--- config.mk ---
export PLATFORM = sky130hd
export DESIGN_NAME = max7219_chain_driver_flat
export DESIGN_NICKNAME = d
export VERILOG_FILES = /design/src/rtl/max7219_chain_driver_if.sv /design/src/rtl/max7219_chain_driver.sv /design/src/flat_wrapper.sv
export SDC_FILE = /design/constraint.sdc
export NUM_CORES = 1
export LEC_CHECK = 0
export CORE_AREA = 2 2 201 203
export DETAILED_ROUTE_END_ITERATION = 12
export DIE_AREA = 0 0 203 205
export PLACE_DENSITY = 0.53
export SYNTH_ARGS = -nofsm -noshare
export SYNTH_HDL_FRONTEND = slang
export SYNTH_SLANG_ARGS = --single-unit
--- constraint.sdc ---
create_clock -name clk -period 33.3 [get_ports clk]
set_input_delay 6.66 -clock clk [delete_from_list [all_inputs] [get_ports clk]]
set_output_delay 6.66 -clock clk [all_outputs]
set_load 0.005 [all_outputs]
--- src/rtl/max7219_chain_driver_if.sv ---
// Host-side bus of the MAX7219 chain driver: framebuffer write port, display
// controls and the serial/status outputs toward the matrix chain.
interface max7219_chain_driver_if #(
  parameter int NUM_DEV = 4
);
  localparam int AW = $clog2(NUM_DEV) + 3;

  logic          wr_en;
  logic [AW-1:0] wr_addr;
  logic [7:0]    wr_data;
  logic [3:0]    intensity;
  logic          display_active;
  logic          DIN;
  logic          CS;
  logic          SCLK;
  logic          init_done;
  logic          frame_done;

  modport master (
    output wr_en, wr_addr, wr_data, intensity, display_active,
    input  DIN, CS, SCLK, init_done, frame_done
  );

  modport slave (
    input  wr_en, wr_addr, wr_data, intensity, display_active,
    output DIN, CS, SCLK, init_done, frame_done
  );
endinterface

--- src/rtl/max7219_chain_driver.sv ---
// MAX7219 daisy-chain driver: broadcast init, continuous row refresh with
// intensity updates, internal framebuffer and bit-serial shifter.
module max7219_chain_driver #(
  parameter int NUM_DEV    = 4,
  parameter int CLK_DIV    = 1,
  parameter int SCAN_LIMIT = 7
) (
  input  logic                   clk,
  input  logic                   rst,
  max7219_chain_driver_if.slave  bus
);

  // state            | meaning
  // ST_INIT          | sending the five broadcast init transactions
  // ST_REFRESH       | sending one row per transaction for every device
  // ST_INTENSITY_UPD | a broadcast 0x0A transaction is in flight
  typedef enum logic [1:0] {ST_INIT, ST_REFRESH, ST_INTENSITY_UPD} state_t;

  localparam int AW = $clog2(NUM_DEV) + 3;
  localparam int SW = 16 * NUM_DEV;
  localparam int HW = (CLK_DIV > 1) ? $clog2(CLK_DIV) : 1;
  localparam int GW = $clog2(2 * CLK_DIV);
  localparam int BW = $clog2(SW);

  localparam logic [HW-1:0] HALF_LOAD = HW'(CLK_DIV - 1);
  localparam logic [GW-1:0] GAP_LOAD  = GW'(2 * CLK_DIV - 1);
  localparam logic [BW-1:0] BIT_LOAD  = BW'(SW - 1);

  state_t          state_q, state_d;
  logic            busy_q, busy_d;
  logic            sclk_q, sclk_d;
  logic [SW-1:0]   sr_q, sr_d;
  logic [HW-1:0]   half_q, half_d;
  logic [BW-1:0]   bit_q, bit_d;
  logic [GW-1:0]   gap_q, gap_d;
  logic [2:0]      step_q, step_d;
  logic [2:0]      row_q, row_d;
  logic [3:0]      shadow_q, shadow_d;
  logic            init_done_q, init_done_d;
  logic            frame_done_q, frame_done_d;

  logic [SW-1:0]   row_frame;
  logic [7:0]      row_addr;
  logic [15:0]     word16;

  assign row_addr = {5'b00000, row_q} + 8'd1;

  // Device g occupies bits [16g +: 16]; the top word reaches the far end of the chain.
  for (genvar g = 0; g < NUM_DEV; g++) begin : g_dev
    logic [7:0] rows_q [8];

    always_ff @(posedge clk or posedge rst) begin
      if (rst) begin
        for (int r = 0; r < 8; r++) rows_q[r] <= 8'h00;
      end else if (bus.wr_en && ((bus.wr_addr >> 3) == AW'(g))) begin
        rows_q[bus.wr_addr[2:0]] <= bus.wr_data;
      end
    end

    assign row_frame[16*g +: 16] = {row_addr, bus.display_active ? rows_q[row_q] : 8'h00};
  end

  always_ff @(posedge clk or posedge rst) begin
    if (rst) begin
      state_q      <= ST_INIT;
      busy_q       <= 1'b0;
      sclk_q       <= 1'b0;
      sr_q         <= '0;
      half_q       <= HALF_LOAD;
      bit_q        <= BIT_LOAD;
      gap_q        <= GAP_LOAD;
      step_q       <= 3'd0;
      row_q        <= 3'd0;
      shadow_q     <= 4'hF;
      init_done_q  <= 1'b0;
      frame_done_q <= 1'b0;
    end else begin
      state_q      <= state_d;
      busy_q       <= busy_d;
      sclk_q       <= sclk_d;
      sr_q         <= sr_d;
      half_q       <= half_d;
      bit_q        <= bit_d;
      gap_q        <= gap_d;
      step_q       <= step_d;
      row_q        <= row_d;
      shadow_q     <= shadow_d;
      init_done_q  <= init_done_d;
      frame_done_q <= frame_done_d;
    end
  end

  always_comb begin
    state_d      = state_q;
    busy_d       = busy_q;
    sclk_d       = sclk_q;
    sr_d         = sr_q;
    half_d       = half_q;
    bit_d        = bit_q;
    gap_d        = gap_q;
    step_d       = step_q;
    row_d        = row_q;
    shadow_d     = shadow_q;
    init_done_d  = init_done_q;
    frame_done_d = 1'b0;
    word16       = 16'h0000;

    if (!busy_q) begin
      if (gap_q != '0) begin
        gap_d = gap_q - 1'b1;
      end else begin
        // Latch point: the whole transaction is captured on the CS-fall edge.
        busy_d = 1'b1;
        sclk_d = 1'b0;
        half_d = HALF_LOAD;
        bit_d  = BIT_LOAD;
        if (state_q == ST_INIT) begin
          case (step_q)
            3'd0:    word16 = 16'h0C01;
            3'd1:    word16 = 16'h0900;
            3'd2:    word16 = {8'h0B, 8'(SCAN_LIMIT)};
            3'd3: begin
              word16   = {8'h0A, 4'h0, bus.intensity};
              shadow_d = bus.intensity;
            end
            default: word16 = 16'h0F00;
          endcase
          step_d = step_q + 3'd1;
          sr_d   = {NUM_DEV{word16}};
        end else if (bus.intensity != shadow_q) begin
          word16   = {8'h0A, 4'h0, bus.intensity};
          shadow_d = bus.intensity;
          state_d  = ST_INTENSITY_UPD;
          sr_d     = {NUM_DEV{word16}};
        end else begin
          sr_d = row_frame;
        end
      end
    end else if (half_q != '0) begin
      half_d = half_q - 1'b1;
    end else begin
      half_d = HALF_LOAD;
      if (!sclk_q) begin
        sclk_d = 1'b1;
      end else begin
        sclk_d = 1'b0;
        if (bit_q != '0) begin
          bit_d = bit_q - 1'b1;
          sr_d  = {sr_q[SW-2:0], 1'b0};
        end else begin
          // Final SCLK fall: CS rises here and the inter-transaction gap begins.
          busy_d = 1'b0;
          gap_d  = GAP_LOAD;
          case (state_q)
            ST_INIT: begin
              if (step_q == 3'd5) begin
                init_done_d = 1'b1;
                state_d     = ST_REFRESH;
              end
            end
            ST_REFRESH: begin
              row_d = row_q + 3'd1;
              if (row_q == 3'd7) frame_done_d = 1'b1;
            end
            default: state_d = ST_REFRESH;
          endcase
        end
      end
    end
  end

  assign bus.CS         = ~busy_q;
  assign bus.SCLK       = sclk_q;
  assign bus.DIN        = busy_q & sr_q[SW-1];
  assign bus.init_done  = init_done_q;
  assign bus.frame_done = frame_done_q;

endmodule
--- src/flat_wrapper.sv ---
// flat-port wrapper written by rule: the top's interface ports become plain ports
module max7219_chain_driver_flat 
#(
  parameter int NUM_DEV    = 4,
  parameter int CLK_DIV    = 1,
  parameter int SCAN_LIMIT = 7
)
  (clk, rst, bus_wr_en, bus_wr_addr, bus_wr_data, bus_intensity, bus_display_active, bus_DIN, bus_CS, bus_SCLK, bus_init_done, bus_frame_done);
  max7219_chain_driver_if #(.NUM_DEV(NUM_DEV)) bus_i ();
  input  logic clk;
  input  logic rst;
  input wire logic [$bits(bus_i.wr_en)-1:0] bus_wr_en;
  input wire logic [$bits(bus_i.wr_addr)-1:0] bus_wr_addr;
  input wire logic [$bits(bus_i.wr_data)-1:0] bus_wr_data;
  input wire logic [$bits(bus_i.intensity)-1:0] bus_intensity;
  input wire logic [$bits(bus_i.display_active)-1:0] bus_display_active;
  output wire logic [$bits(bus_i.DIN)-1:0] bus_DIN;
  output wire logic [$bits(bus_i.CS)-1:0] bus_CS;
  output wire logic [$bits(bus_i.SCLK)-1:0] bus_SCLK;
  output wire logic [$bits(bus_i.init_done)-1:0] bus_init_done;
  output wire logic [$bits(bus_i.frame_done)-1:0] bus_frame_done;
  assign bus_i.wr_en = bus_wr_en;
  assign bus_i.wr_addr = bus_wr_addr;
  assign bus_i.wr_data = bus_wr_data;
  assign bus_i.intensity = bus_intensity;
  assign bus_i.display_active = bus_display_active;
  assign bus_DIN = bus_i.DIN;
  assign bus_CS = bus_i.CS;
  assign bus_SCLK = bus_i.SCLK;
  assign bus_init_done = bus_i.init_done;
  assign bus_frame_done = bus_i.frame_done;
  max7219_chain_driver #(.NUM_DEV(NUM_DEV), .CLK_DIV(CLK_DIV), .SCAN_LIMIT(SCAN_LIMIT)) u_core (.clk(clk), .rst(rst), .bus(bus_i));
endmodule
* Word level (Yosys, flattened, before mapping) *
Index checks and enable logic that the tools add are counted.
W data, S select, Z words.

storage, ports and cells
  bits in registers = 344
  input port bits = 21
  output and inout port bits = 5
  word-level logic and storage cells = 167

cells by class
  reductions and logical operators = 19
  equal/unequal tests = 19
  add/subtract/negate cells = 6
  bitwise operators = 7
  $lt $le $gt $ge = 3
  muxes and demuxes = 69

operators with widths
  operator               number
  $mux W64               7
  $bwmux W64             4
  $mux W8                13
  $bmux W8 S3            4
  $pmux W11 S4           1
  $mux W6                5
  $demux W8 S3           1
  $mux W1                22
  $mux W2                8
  $mux W4                3
  $ne A2 B2 Y1 const B   6
  $ge A4 B4 Y1 const B   2
  $not A3 Y4             2
  $reduce_and A4 Y1      2
  $reduce_and A8 Y1      1
  $add A3 B1 Y3 const B  2
  $eq A3 B2 Y1 const B   2
  $eq A3 B3 Y1 const B   2
  $reduce_and A3 Y1      2
  $reduce_and A6 Y1      1
  $reduce_bool A6 Y1     1
  $sub A6 B1 Y6 const B  1
  $logic_and A1 B1 Y1    5
  $logic_not A5 Y1       1
  other kinds (17)       25

* Longest topological paths before layout *
Gate-level depths: netlist of run 1.

  depth after elaboration = 9
  gate-level depth with buffers = 8
  depth with buffers taken out = 7

* Worst setup path before layout of run 1 *
No wires, ideal clock.

  path kind = input port to flip-flop
  from = input port bus_intensity[1]
  to = register u_core.sr_q[2]
  data arrival time = 8.072 ns
  setup time = 0.133 ns
  data required time = 33.167 ns
  buffers on the path = 2
  stages = 7
  slack = 25.095 ns
  path through = xor2_1 -> or4_1 -> buf_2 -> buf_6 -> a311o_1 -> a21oi_1 -> o22ai_1

on the way
  word-level cells in the longest chain between the ends = 5

ends and longest elaborated chain
  what                  RTL line                     text
  start, declared       flat_wrapper.sv:15           input wire logic [$bits(bus_i.intensity)-1:0] bus_intensity;
  $ne A4 B4 Y1          max7219_chain_driver.sv:130  end else if (bus.intensity != shadow_q) begin
  $mux W64              max7219_chain_driver.sv:130
  $mux W64              max7219_chain_driver.sv:117  if (state_q == ST_INIT) begin
  $mux W64              max7219_chain_driver.sv:109  if (gap_q != '0) begin
  $mux W64              max7219_chain_driver.sv:108  if (!busy_q) begin
  end signal, assigned  max7219_chain_driver.sv:81   sr_q <= sr_d;
  end, declared         max7219_chain_driver.sv:32   logic [SW-1:0] sr_q, sr_d;

Every way passes these cells. The select of a mux whose other input is x is not followed.
A chain may end at the register's enable or synchronous reset.

==> metrics.md, run 1 <==
| Metric | Value |
|---|---|
| Cell count after synthesis | 1088 |
| Die height | 205 um |
| Setup WS post-layout | 24.19 ns |
| Clk Latency, worst-skew pair | 0.55 ns |
| Worst Tran Pin Value | 1.142 ns |
| Critical path type | in -> async |
| Post-layout util | 0.4491 |
| Iteration count of the initial detailed-routing pass | 5 |
| Largest stage delay on the critical path | 0.86 ns |
| DRC | 0 |
| Vias/cell | 5.547 |
| Layout cell share with drive strength beyond 1 | 0.4053 |
| Slowest-stage cell, CP | buf_4 |
| Number of H-tree levels | 2 |
| Synth Flop Type | dfrtp_1 |
| CTS tree | yes |
| # clock sinks | 343 |
| Tot GR Track Use | 0.1866 |
| Cts hold-fix bufs | 0 |
| Antenna viol nets, final | 0 |
| Worst Path Buf+Inv | 4 |
| Count of final setup violators | 0 |
| Final nets | 1130 |
| Clk_skew | 0.01568 ns |
| Post-synth EDFFs | 0 |
| Power density over the cells | 59.97 mW/mm2 |
| Vias in the first global route | 9569 |
| Syn_area_per_cell | 14.35 um2 |
| # diodes | 0 |
| CP max FO | 137 |
| Final WL | 37130 um |
| Seq/Total Area, Yosys | 0.5506 |
| Ports | 26 |
| CP dominant cell by count | buf_4 |
| Synth unique cells | 56 |
| CP top delay family | buffers and inverters |
| CP Capture Type | asynchronous set/reset pin |
| PostCTS Resize Cnt | 0 |
| Crit-path cells | clkdlybuf4s50_1, inv_8, buf_4, buf_4 |
| DP Area | 0.01637 mm2 |
| Synthesis-stage register bit count | 343 |
| DR WL/cell | 22.43 um |
| Starting Density | 0.3966 |
| Max Fclk | 0.1098 GHz |
| Leakage | 7.627 nW |
| Min-Delay Path Class | reg -> reg |
| Max-slew headroom | 0.2363 |
| Root Buffer | clkbuf_16 |
| Worst vdd ir | 0.03771 mV |
| Arr. time, crit path | 9.65 ns |
| Final worst path period need | 9.111 ns |
| TritonCTS Buffers | 40 |
| Area growth, synth to finish | 13.23% |
| Max-Cap Viols | 0 |
| Ys async rst share | 1.000 |
| RD Place Congestion | 0.7700 |
| First-pass GRT wire length | 58770 um |
| Die area | 0.04162 mm2 |
| Buffers on Ports | 25 |
| Core area | 0.03937 mm2 |
| Count of warnings emitted by yosys | 0 |
| Unrepaired setup endpoints after global routing | false |
| Dpl hpwl | 22370 um |
| Initial DRC Count | 456 |
| Total power | 1.060 mW |
| Final hold violations | 0 |
| Post-route cell area | 0.01768 mm2 |
| Worst-path clk slew | 0.06 ns |
| Via count | 9180 |
| Final Max Slew Viols | 0 |
| Startpoint types | primary input |
| Die width | 203 um |
| Setup TNS | 0 ns |
| Mapped Area | 0.01561 mm2 |
| Remaining global-route overflow | 0 |
| Pin count of the biggest net entering global routing | 138 |
| # Post-CTS Setup Buffers | 0 |
| Fillers | 3573 |
| WP data required | 33.84 ns |
| Initial antenna violation count | 2 |
| Rows | 73 |
| Final period util | 0.2736 |
| Longest Clk Path Bufs | 3 |
| Pre-CTS WS | 23.44 ns |
| Outcome | finished clean |
| Syn_nets | 1119 |
cell families (layout without fill, tap and decap cells):
kind of cell / Yosys count / in the layout / share of synthesized area
adder cells (fa/ha/maj): 10 / 10 / 0.008013
AO/OA/AOI/OAI: 114 / 114 / 0.05681
buffers and inverters: 84 / 126 / 0.02300
multiplexers: 359 / 359 / 0.3042
AND/OR/NAND/NOR: 168 / 168 / 0.05177
flip-flops: 343 / 343 / 0.5506
XOR/XNOR: 10 / 10 / 0.005610
synthesized netlist by cell type (all sizes together) (13+ instances only):
cell type    n  area [um2]
a21oi       13       65.06
a221o       17       170.2
a221oi      16       140.1
a22o        17       148.9
buf         26       141.4
clkbuf      47       176.4
dfrtp      332        8308
mux2       284        3198
mux4        64        1441
nand2       44       165.2
nor2        74       305.3
o21ai       17       88.83
layer usage:
metal | track usage | wire [um]
met5 | 0 | 0
met4 | 0.04901 | 626
met3 | 0.02848 | 1260
met2 | 0.3088 | 18020
met1 | 0.2575 | 17230
layout make-up:
type                            instances  area, um2  area share
Multi-Input combinational cell        661       6676      0.3776
Tap cell                              525      656.9     0.03715
Clock buffer                           64       1232     0.06971
Clock inverter                          9      81.33    0.004600
Inverter                               11      48.80    0.002760
Timing Repair Buffer                   42      377.9     0.02137
Sequential cell                       343       8606      0.4868
placed cells by master (no fill, tap or decap), types with 3 or more instances in the layout:
| master | instances |
|---|---|
| nand2b_1 | 3 |
| nor2_2 | 8 |
| ha_1 | 10 |
| nand2_1 | 44 |
| clkbuf_8 | 12 |
| nor3b_1 | 7 |
| nor4b_1 | 4 |
| a31oi_1 | 5 |
| inv_1 | 10 |
| nand3b_1 | 4 |
| o21ai_0 | 15 |
| nor2_1 | 64 |
| clkbuf_16 | 41 |
| clkdlybuf4s50_1 | 25 |
| nor4_1 | 3 |
| mux2_2 | 283 |
| a21oi_1 | 12 |
| inv_6 | 3 |
| a22o_1 | 17 |
| dfrtp_1 | 329 |
| buf_4 | 17 |
| xor2_1 | 8 |
| mux2i_1 | 11 |
| clkbuf_1 | 11 |
| a2111oi_0 | 3 |
| or2_2 | 3 |
| a221oi_1 | 16 |
| o32a_1 | 6 |
| o21a_1 | 6 |
| mux4_2 | 64 |
| a221o_1 | 17 |
| nand3_1 | 7 |
| clkinv_2 | 5 |
| dfstp_2 | 11 |
| nor3_1 | 6 |
metrics by stage:
step / hold slack [ns] / cells
after detailed placement: 0.4663 / 1582
after CTS: 0.4791 / 1655
after floorplan: 0.4524 / 1088
after global routing: 0.4960 / 1655
final: 0.4710 / 1655
after global placement: 0.4608 / 1582
flip-flops by register name, indices dropped and copies added, names as in the netlist, 2 cells and up:
| register | flops |
|---|---|
| u_core.sr_q | 64 |
| u_core.row_q | 3 |
| u_core.shadow_q | 4 |
| u_core.step_q | 3 |
| u_core.bit_q | 6 |
| u_core.state_q | 2 |
| u_core.g_dev.rows_q | 256 |
final timing paths:
path	from	end	slack (ns)	depth (start not counted)
worst min register to register	u_core.bus.init_done	u_core.bus.init_done	0.47	1
max in group clk	bus_intensity[3]	u_core.sr_q[48]	24.67	6
worst max register to register	u_core.bit_q[0]	u_core.sr_q[2]	30.20	6
min in group asynchronous	rst	u_core.bus.frame_done	6.72	2
worst min-delay path	u_core.bus.init_done	u_core.bus.init_done	0.47	1
worst max-delay path	rst	u_core.sr_q[32]	24.19	4
power breakdown:
group	leakage, nW	internal [mW]	switching [mW]
combinational	2.59	0.0728	0.0450
clock	0.652	0.261	0.173
sequential	4.39	0.479	0.0286
No activity file was read; power rests on OpenSTA's default activity.
==> run 2, diff against run 1 <==
PLACE_DENSITY = 0.55   (was 0.53)
clock period = 7.37 ns   (was 33.3 ns; I/O delays follow)
==> metrics.md, run 2 (synthesis gave the netlist of run 1 again) <==
| Metric | Value |
|---|---|
| Longest Clk Path Bufs | 3 (unchanged) |
| Vias in the first global route | 9530 (-0.41%) |
| Critical path type | reg -> out |
| Commonest non-fill, non-tap cell in the layout | dfrtp_1 |
| Clk_skew | 0.02402 ns (+0.008345 ns) |
| First-pass GRT wire length | 57860 um (-1.6%) |
| Seq pwr share | 0.469 (-0.010) |
| Final Max Slew Viols | 0 (unchanged) |
| DR WL/cell | 22.09 um (-1.5%) |
| DRC | 0 (unchanged) |
| CTS tree | yes |
| Slowest-stage cell, CP | dfrtp_1 |
| Largest regs | u_core.g_dev.rows_q: 256 flops, u_core.sr_q: 64 flops, u_core.bit_q: 6 flops |
| Worst vdd ir | 0.1769 mV (+370%) |
| Commonest cells after routing, fill and taps aside | dfrtp_1, mux2_2, nor2_1, mux4_2, nand2_1 |
| Final nets | 1126 (-0.35%) |
| Pin count of the biggest net entering global routing | 185 (+34%) |
| Die height | 205 um (unchanged) |
| CP top delay family | flip-flops |
| Largest stage delay on the critical path | 1.06 ns (+0.20 ns) |
| Starting Density | 0.3966 (unchanged) |
| Initial DRC Count | 559 (+23%) |
| Die area | 0.04162 mm2 (unchanged) |
| P_int | 3.775 mW (+360%) |
| Iteration count of the initial detailed-routing pass | 5 (unchanged) |
| CP Capture Type | output pin |
| Root Buffer | clkbuf_16 |
| Max Fclk | 0.2531 GHz |
| Remaining global-route overflow | 0 (unchanged) |
| Die width | 203 um (unchanged) |
| Final period util | 0.5361 |
| Largest reg by FF count | u_core.g_dev.rows_q |
| RD Place Congestion | 0.8407 (+9.2%) |
| Max-slew headroom | 0.1591 (-0.07719) |
| WP data required | 5.90 ns (-27.94 ns) |
| Fillers | 3597 (+0.67%) |
| Startpoint types | flop |
| Final WL | 36450 um (-1.8%) |
| Count of final setup violators | 0 (unchanged) |
| Max-Cap Viols | 0 (unchanged) |
| Tot GR Track Use | 0.1828 (-0.003742) |
| Vias/cell | 5.507 (-0.71%) |
| Antenna viol nets, final | 0 (unchanged) |
| Min-Delay Path Class | reg -> reg |
| Setup TNS | 0 ns (unchanged) |
| Combinational power share | 0.110 (about the same) |
| Hold_ws | 0.4817 ns (+0.01069 ns) |
| Initial antenna violation count | 1 (-1) |
| Number of H-tree levels | 2 (unchanged) |
| Layout cell share with drive strength beyond 1 | 0.4057 (about the same) |
| Clk pwr share | 0.420 (+0.010) |
| Sw power | 1.117 mW (+350%) |
| Arr. time, crit path | 2.48 ns (-7.17 ns) |
| Worst Path Buf+Inv | 2 (-2) |
| TritonCTS Buffers | 39 (-2.5%) |
| Dpl hpwl | 22120 um (-1.1%) |
| Outcome | finished clean |
| Unrepaired setup endpoints after global routing | false |
| Rows | 73 (unchanged) |
| Core area | 0.03937 mm2 (unchanged) |
| Buffers on Ports | 25 (unchanged) |
| Ports | 26 (unchanged) |
| Cts hold-fix bufs | 0 (unchanged) |
| Final worst path period need | 3.951 ns |
| Reg-to-reg slack, setup | 4.28 ns (-25.92 ns) |
| Area growth, synth to finish | 13.53% |
| Final hold violations | 0 (unchanged) |
| Net Sw Frac | 0.2284 (-0.004315) |
| Worst-path clk slew | 0.06 ns (about the same) |
| Clk Latency, worst-skew pair | 0.55 ns (about the same) |
| Via count | 9087 (-1.0%) |
| Max FFs per register | 256 (unchanged) |
| PostCTS Resize Cnt | 0 (unchanged) |
| Reg area | 0.008606 mm2 (unchanged) |
| CP max FO | 31 (-77%) |
| Worst Tran Pin Value | 1.257 ns (+0.1154 ns) |
| Power density over the cells | 276.0 mW/mm2 (+360%) |
| Crit-path cells | inv_1, clkdlybuf4s50_1 |
| # clock sinks | 343 (unchanged) |
| Area of the multi-input gates | 0.006676 mm2 (unchanged) |
| # Post-CTS Setup Buffers | 0 (unchanged) |
| Leakage | 7.634 nW (about the same) |
run 2: changes by cell type in the layout (fill, tap and decap cells not counted), sizes merged, moves of 3 or more:
cell / delta
inv: -4
clkinvlp: +3
buf: -3
bufinv: +4
clkbuf: -7
run 2: final cells by class:
type	instances	share of cell area
Antenna cell	1	0.0001412
Tap cell	525	0.03706
Inverter	11	0.002541
Multi-Input combinational cell	661	0.3766
Sequential cell	343	0.4855
Clock inverter	13	0.01101
Clock buffer	57	0.06635
Timing Repair Buffer	39	0.02075
run 2: worst paths after layout:
check,start,end,depth (start not counted)
min in group asynchronous,rst,u_core.g_dev[0].rows_q[17],2
worst max-delay path,u_core.busy_q,bus_CS,2
worst min-delay path,u_core.bus.init_done,u_core.bus.init_done,1
max in group asynchronous,rst,u_core.g_dev[2].rows_q[62],3
worst max register to register,u_core.bit_q[0],u_core.sr_q[2],6
worst min register to register,u_core.bus.init_done,u_core.bus.init_done,1
run 2: metal layers:
metal | track usage | wire, um
met4 | 0.05631 | 845
met1 | 0.2531 | 16850
met5 | 0 | 0
met3 | 0.03643 | 1523
met2 | 0.2913 | 17220
run 2: worst register-to-register path: cells and delay by family (launching register included):
kind	cells	cell delay, ns
buffers and inverters	1	0.07
adder cells (fa/ha/maj)	1	0.15
AND/OR/NAND/NOR	2	1.45
AO/OA/AOI/OAI	2	0.94
flip-flops	1	0.38
run 2: power by group through the flow:
stage / sequential [mW] / combinational, mW / clock, mW
2_1_floorplan: 2.29 / 0.430 / 0
3_3_place_gp: 2.32 / 0.535 / 0
3_5_place_dp: 2.33 / 0.548 / 0
4_1_cts: 2.30 / 0.549 / 2.12
5_1_grt: 2.33 / 0.591 / 2.19
6_report: 2.30 / 0.539 / 2.06
run 2: metrics by stage:
step | worst slack, ns | area [um2] | util | power (mW) | std cells
floorplan | 1.316 | 15620 | - | 2.715 | 1088
global placement | 3.449 | 16350 | 0.4154 | 2.855 | 1579
detailed placement | 3.424 | 16350 | 0.4154 | 2.876 | 1579
CTS | 3.386 | 17720 | 0.4502 | 4.962 | 1649
global route | 3.281 | 17720 | 0.4502 | 5.111 | 1649
finish | 3.419 | 17730 | 0.4503 | 4.892 | 1650
==> run 3, diff against run 2 <==
clock period = 3.5 ns   (was 7.37 ns; I/O delays follow)
==> metrics.md, run 3 (synthesis gave the netlist of run 1 again) <==
| Metric | Value |
|---|---|
| Outcome | finished clean |
| Number of H-tree levels | 2 (unchanged) |
| Vias in the first global route | 9681 (+1.6%) |
| CTS tree | yes |
| # diodes | 0 (-1) |
| Initial DRC Count | 551 (-1.4%) |
| Longest Clk Path Bufs | 3 (unchanged) |
| CP Capture Type | flop |
| TritonCTS Buffers | 40 (+2.6%) |
| Final period util | 0.7473 |
| # Post-CTS Setup Buffers | 0 (unchanged) |
| Antenna viol nets, final | 0 (unchanged) |
| Final nets | 1157 (+2.8%) |
| Min-Delay Path Class | reg -> reg |
| Core area | 0.03937 mm2 (unchanged) |
| Vias/cell | 5.479 (-0.52%) |
| Starting Density | 0.3966 (unchanged) |
| Leakage | 7.754 nW (+1.6%) |
| Post-layout util | 0.4550 (+0.004767) |
| Worst vdd ir | 0.3407 mV (+93%) |
| Total power | 10.09 mW (+110%) |
| Largest reg by FF count | u_core.g_dev.rows_q |
| Clk_skew | 0.01954 ns (-0.004482 ns) |
| Worst-path clk slew | 0.06 ns (about the same) |
| Largest regs | u_core.g_dev.rows_q: 256 flops, u_core.sr_q: 64 flops, u_core.bit_q: 6 flops |
| Area growth, synth to finish | 14.73% |
| Root Buffer | clkbuf_16 |
| Critical path type | reg -> reg |
| DR WL/cell | 22.29 um (+0.93%) |
| Max Fclk | 0.3823 GHz |
| CP max FO | 29 (-6.5%) |
| Max-Cap Viols | 0 (unchanged) |
| Unrepaired setup endpoints after global routing | false |
| Die height | 205 um (unchanged) |
| Final Max Slew Viols | 0 (unchanged) |
| Pin count of the biggest net entering global routing | 75 (-59%) |
| Die area | 0.04162 mm2 (unchanged) |
| Commonest cells after routing, fill and taps aside | dfrtp_1, mux2_2, nor2_1, mux4_2, nand2_1 |
| Buffers on Ports | 25 (unchanged) |
| Initial antenna violation count | 0 (-1) |
| Rows | 73 (unchanged) |
| First-pass GRT wire length | 59310 um (+2.5%) |
| Pre-CTS WS | 0.3725 ns (-3.051 ns) |
| DRC | 0 (unchanged) |
| Iteration count of the initial detailed-routing pass | 5 (unchanged) |
| Clk Latency, worst-skew pair | 0.56 ns (about the same) |
| RD Place Congestion | 0.8056 (-4.2%) |
| Ports | 26 (unchanged) |
| # clock sinks | 343 (unchanged) |
| Commonest non-fill, non-tap cell in the layout | dfrtp_1 |
| Final WL | 37460 um (+2.8%) |
| Max FFs per register | 256 (unchanged) |
| Tot GR Track Use | 0.1881 (+0.005256) |
| Placed insts | 1609 (+1.9%) |
| Via count | 9204 (+1.3%) |
| Remaining global-route overflow | 0 (unchanged) |
| Cts hold-fix bufs | 0 (unchanged) |
| WP data required | 3.98 ns (-1.92 ns) |
| PostCTS Resize Cnt | 0 (unchanged) |
| Dpl hpwl | 23460 um (+6.0%) |
| Worst Tran Pin Value | 0.8317 ns (-0.4258 ns) |
| Setup WS post-layout | 0.8844 ns (-2.534 ns) |
| Arr. time, crit path | 3.10 ns (+0.62 ns) |
| Startpoint types | flop |
| Fin cells | 1680 (+1.8%) |
| Layout cell share with drive strength beyond 1 | 0.4156 (+0.009890) |
| Power density over the cells | 563.1 mW/mm2 (+100%) |
| Max-slew headroom | 0.4312 (+0.2721) |
| Count of final setup violators | 0 (unchanged) |
| Die width | 203 um (unchanged) |
| Final hold violations | 0 (unchanged) |
| Final worst path period need | 2.616 ns |
run 3: cell count changes in the layout (fill, tap and decap cells not counted), sizes merged:
cell    previous run  this run
buf               14        44
diode              1         0
clkbuf            57        64
inv               10        12
clkinv             6         2
bufinv             5         1
run 3: path summary, 6_finish.rpt:
check | from | endpoint | slack, ns | cells after the start
max | u_core.bit_q[0] | u_core.sr_q[27] | 0.88 | 7
min | u_core.shadow_q[0] | u_core.shadow_q[0] | 0.48 | 2
max reg2reg | u_core.bit_q[0] | u_core.sr_q[27] | 0.88 | 7
min reg2reg | u_core.shadow_q[0] | u_core.shadow_q[0] | 0.48 | 2
max in group asynchronous | rst | u_core.bit_q[1] | 2.01 | 3
min in group asynchronous | rst | u_core.sr_q[52] | 0.56 | 2
run 3: power breakdown:
part / internal (mW) / switching, mW
Clock: 2.41 / 1.68
Combinational: 0.705 / 0.448
Sequential: 4.56 / 0.278
Total: 7.68 / 2.41
run 3: through the flow:
step	setup TNS (ns)	hold slack (ns)	instance area (um2)
CTS	0	0.4890	17910
floorplan	-596.69	0.4524	15620
global route	0	0.5063	17910
detailed placement	0	0.4786	16630
global placement	0	0.4663	16630
finish	0	0.4843	17910
run 3: routing by layer:
metal	routed length, um	vias up	track usage	part of all wire
met2	17620	132	0.3032	0.47
met3	1199	56	0.02736	0.032
met1	17870	4901	0.2655	0.48
li1	-	4115	-	-
met5	0	-	0	0
met4	765	0	0.05474	0.020
run 3: cell type report:
| class | count | area [um2] |
|---|---|---|
| Sequential cell | 343 | 8606 |
| Multi-Input combinational cell | 661 | 6676 |
| Clock buffer | 64 | 1191 |
| Timing Repair Buffer | 69 | 643.1 |
| Clock inverter | 7 | 95.09 |
| Tap cell | 525 | 656.9 |
| Fill cell | 3490 | 21450 |
| Inverter | 11 | 45.04 |
run 3: critical path: stages, from the launching register on:
cell	delay (ns)
dfstp_2	0.38
inv_1	0.07
ha_1	0.14
nor4b_1	0.67
a21oi_4	0.13
nor2_4	0.56
buf_4	0.38
a221o_1	0.19
